`src/rtl/decode_regread.sv`:
```
// decode_regread: Y86-64 decode register read with dual-port write-back and registered valid/ready output; REGFILE_BYPASS_EN selects write-before-read.
module decode_regread (
  input  logic        clock,
  input  logic        reset,
  input  logic        in_valid,
  output logic        in_ready,
  input  logic [3:0]  in_code,
  input  logic [3:0]  ra,
  input  logic [3:0]  rb,
  input  logic        wb_en_e,
  input  logic [3:0]  wb_dst_e,
  input  logic [63:0] wb_val_e,
  input  logic        wb_en_m,
  input  logic [3:0]  wb_dst_m,
  input  logic [63:0] wb_val_m,
  output logic        out_valid,
  input  logic        out_ready,
  output logic [3:0]  out_code,
  output logic [3:0]  out_src_a,
  output logic [3:0]  out_src_b,
  output logic [63:0] val_a,
  output logic [63:0] val_b
);
  typedef enum logic {EMPTY, FULL} state_t;
  state_t state, state_n;
  logic [63:0] rf [15];
  logic [3:0] src_a, src_b;
  logic [63:0] rd_a, rd_b;
  logic accept;
  function automatic logic [63:0] rd(input logic [3:0] id);
`ifdef REGFILE_BYPASS_EN
    rd = id == 4'hf ? 64'h0 :
         wb_en_m && wb_dst_m == id ? wb_val_m :
         wb_en_e && wb_dst_e == id ? wb_val_e : rf[id];
`else
    rd = id == 4'hf ? 64'h0 : rf[id];
`endif
  endfunction
  always_comb begin
    src_a = (in_code == 4'd2 || in_code == 4'd4 || in_code == 4'd6 || in_code == 4'd10) ? ra :
            (in_code == 4'd9 || in_code == 4'd11) ? 4'd4 : 4'hf;
    src_b = (in_code == 4'd4 || in_code == 4'd5 || in_code == 4'd6) ? rb :
            (in_code >= 4'd8 && in_code <= 4'd11) ? 4'd4 : 4'hf;
    rd_a = rd(src_a);
    rd_b = rd(src_b);
  end
  assign out_valid = state == FULL;
  assign in_ready = !out_valid || out_ready;
  assign accept = in_valid && in_ready;
  always_comb state_n = accept ? FULL : out_ready ? EMPTY : state;
  always_ff @(posedge clock) begin
    if (reset) state <= EMPTY;
    else state <= state_n;
  end
  // M is assigned after E so it wins on a shared destination
  always_ff @(posedge clock) begin
    if (reset) begin
      for (int i = 0; i < 15; i++) rf[i] <= '0;
    end else begin
      if (wb_en_e && wb_dst_e != 4'hf) rf[wb_dst_e] <= wb_val_e;
      if (wb_en_m && wb_dst_m != 4'hf) rf[wb_dst_m] <= wb_val_m;
    end
  end
  always_ff @(posedge clock) begin
    if (reset) begin
      out_code <= '0;
      out_src_a <= 4'hf;
      out_src_b <= 4'hf;
      val_a <= '0;
      val_b <= '0;
    end else if (accept) begin
      out_code <= in_code;
      out_src_a <= src_a;
      out_src_b <= src_b;
      val_a <= rd_a;
      val_b <= rd_b;
    end
  end
endmodule
```
`config.mk`:
```
export PLATFORM = sky130hd
export DESIGN_NAME = decode_regread
export DESIGN_NICKNAME = d
export VERILOG_FILES = /design/src/rtl/decode_regread.sv
export SDC_FILE = /design/constraint.sdc
export NUM_CORES = 2
export LEC_CHECK = 0
export BUFFER_PORTS_ARGS = -buffer_cell sky130_fd_sc_hd__buf_2
export CORE_MARGIN = 2
export CORE_UTILIZATION = 45
export CTS_CLUSTER_DIAMETER = 150
export DETAILED_ROUTE_END_ITERATION = 16
export SLEW_MARGIN = 5
export SYNTH_ARGS = -nofsm -noshare
export SYNTH_HDL_FRONTEND = slang
export SYNTH_SLANG_ARGS = --single-unit
```
`constraint.sdc`:
```
create_clock -name clock -period 10.5 [get_ports clock]
set_input_delay 1.575 -clock clock [delete_from_list [all_inputs] [get_ports clock]]
set_output_delay 1.575 -clock clock [all_outputs]
set_load 0.005 [all_outputs]
```
==> impl_results.md <==
* R2r setup slk at 6.84 ns
* Worst reg2reg path depth at 7
* Pin count of the biggest net entering global routing at 176
* Worst R2R Start: out_valid
* Seq. cell area at roughly 34,000 um^2
* Worst reg2reg path endpoint: val_a[23]
* Peak supply drop at approximately 0.11 mV
* Hold Buf Count CTS at 0
* DR vias at roughly 54k
* Worst relative slew slack at under 10%
* Max Cap Viol at 0
* Die Area at roughly 140,000 um^2
* CTS tree: built
* Root Buffer: clkbuf_16
* Synth top area share at roughly half
* Area Growth Syn to Fin at 10.59%
* CTS Sinks at 1,165
* Starting Density at 45.15%
* Clk pwr share at 39.9%
* Post-DRT Antenna Nets at 0
* Hold path depth at 2
* Fraction of power spent switching nets at 27.47%
* Outcome: finished, final reports clean
* # DRC at 0
* Filler instances at approximately 12k
* Minimum clock period at between 6 and 7 ns
* CTS Buf Count at ~130
* DIE WIDTH at about 370 um
* Crit end category: flop
* Nets at 5,361
* Endpoints failing setup at 0
* DR iter-0 viols at roughly 9.2k
* Worst Path Required at ~11 ns
* Deepest clock path buffer count at 3
* CP startpoint kind: primary input
* Combinational power share at roughly an eighth
* RSZ-0062 raised after global routing: no
* WL/cell at 37.59 um
* Syn Area/Cell at around 12 um^2
* Yosys top cell by area: edfxtp_1
* Total routed wirelength at ~270 mm
* IO Pins at around 300
* First-pass GRT wire length at between 300 and 400 mm
* Total core area at approximately 140,000 um^2
* Worst clock skew at 0.02557 ns
* CTS resizes at 0
* Layout cells sized above 1 at 13.28%
* Clock Pin Slew Worst Setup and Hold Paths at ~0.06 ns
* Tot Pwr at between 0.01 and 0.015 W
* Hold Path Class: reg2reg
* H-tree Lvls at 4
* Pwr dens at roughly 170 nW/um^2
* Slew Viols, Final at 0
* Period utilization at 57.56%
* Mapped Cells at 5,378
* Sw power at between 0.003 and 0.004 W
* Hold EP: val_b[8]
* WP data arrival at slightly below 7 ns
* Area contributors post-synth: edfxtp_1 50%, a22o_1 14%, a221oi_1 5.1%
* F_max at 165.5 MHz
* Grt total ovfl at 0
* Count of flip-flops with a built-in enable after synthesis at ~1k
* Async set or reset register ratio after synthesis at 0%
* Yosys warns at 0
* Slew @ Worst Pin at approximately 1.4 ns
* Int Power at roughly 0.0085 W
* Yosys reg bits at about 1.2k
* Setup Buffers After CTS at 0
* Main synth FF type: edfxtp_1
* P_leak at 24.13 nW
* Die Y at between 300 and 400 um
* DR vias/cell at about 7.6
* Total Neg Setup Slack at 0 ns
* Clk_lat worst skew at roughly 0.8 ns
* First-pass iteration count of the detailed router at 7
* HPWL Detailed at between 100 and 150 mm
* Min-delay src: val_b[8]
* Critical path class: in2reg
* Final hold viol count at 0
* Initial antenna violation count at 31
* Multi-input combinational cell area at 25,700 um^2
* CP max FO at 117
* Seq pwr share at a little under half
* Netlist Area Pre-Place at roughly 60,000 um^2
* Vias in the first global route at approximately 51k
* Seq/Total Area, Yosys at between 50 and 60%
* Final GP Congestion at roughly 0.84
* Yosys cell types at 60
* FP Rows at ~140
* Global-route usage over all layers at 36.68%
* Port Buffers at ~300
## metrics by stage
stage	setup slack (ns)	utilization, %	instances	hold slack [ns]	area, um^2
after global routing	4.307	49.91	7114	0.4517	68370
after CTS	4.707	49.90	7110	0.4393	68360
after detailed placement	3.868	46.79	6867	0.4308	64090
final	4.456	49.93	7127	0.4362	68400
after floorplan	3.179	-	5441	0.4388	62090
after global placement	4.005	46.77	6866	0.4287	64070
## cell usage after synthesis, types with 96 or more instances
library cell     n
a22o_1         961
o21ai_0        117
buf_2          145
o221ai_1       171
nand2_1        704
nor3_1         129
a22oi_1         96
a311oi_1       252
edfxtp_1      1024
clkbuf_1       603
a221oi_1       361
dfxtp_1        141
mux2i_1        270
## critical path, cell delays in order
cell,delay (ns)
buf_2,0.68
nor2b_1,0.55
o21ai_0,0.40
nand2_8,0.73
buf_4,0.90
buf_4,0.85
a221oi_1,0.24
a311oi_1,0.30
o21ai_0,0.17
o21ai_1,0.18
## how the worst max path moves through the flow
stage / from / end / slack (ns) / cells after the start
3_5_place_dp: in_code[3] / val_a[37] / 3.87 / 10
3_3_place_gp: in_code[3] / val_a[34] / 4.00 / 10
4_1_cts: in_code[3] / val_a[37] / 4.71 / 10
5_1_grt: in_code[3] / val_a[37] / 4.31 / 10
2_1_floorplan: reset / rf[8][0] / 3.18 / 4
6_report: in_code[3] / val_a[34] / 4.46 / 10
## final cells by class
class / count / area share (%)
antenna: 17 / 0.06219
clock buffer: 195 / 5.502
clock inverter: 48 / 0.7408
inverter: 4 / 0.02195
multi-input combinational: 3480 / 37.58
sequential: 1165 / 49.08
tap: 1794 / 3.282
timing repair buffer: 424 / 3.732
## metal layers
| layer | track usage [%] | wire length, um | share of wire, % | vias to the layer above |
|---|---|---|---|---|
| met5 | 0.4460 | 263 | 0.098 | - |
| met4 | 17.64 | 13160 | 4.9 | 32 |
| met1 | 49.17 | 100500 | 38 | 26960 |
| met3 | 11.57 | 39780 | 15 | 882 |
| met2 | 53.77 | 114200 | 43 | 4835 |
| li1 | - | - | - | 21580 |
## sequential cells by signal, indices dropped and copies added (netlist names)
signal,flops
val_a,64
val_b,64
out_src_a,4
out_code,4
rf,1024
out_src_b,4
out_valid,1
## layout by cell type (no fill, tap or decap), types with 120 or more instances in the layout
| cell | instances |
|---|---|
| nand2_1 | 702 |
| a221oi_1 | 361 |
| a311oi_1 | 252 |
| a22o_1 | 961 |
| dfxtp_1 | 141 |
| mux2i_1 | 270 |
| buf_2 | 295 |
| buf_4 | 120 |
| edfxtp_1 | 1024 |
| o221ai_1 | 171 |
| clkbuf_16 | 135 |
## logic make-up (layout without fill, tap and decap cells)
group / count (synthesis) / count (layout) / synth area share [%]
buffers and inverters: 796 / 671 / 5.278
AOI/OAI and AO/OA: 2171 / 2171 / 28.99
muxes: 289 / 289 / 5.007
other: 1 / 81 / 0.006063
DFF: 1165 / 1165 / 54.28
and+or+nand+nor: 956 / 956 / 6.439
## power by group through the flow
stage               Combinational (W)  Clock [W]  Sequential, W
floorplan                    0.000871          0        0.00560
global placement              0.00141          0        0.00563
CTS                           0.00143    0.00468        0.00554
finish                        0.00149    0.00467        0.00555
global route                  0.00154    0.00484        0.00558
detailed placement            0.00142          0        0.00564
Power figures use the tool's default switching activity.
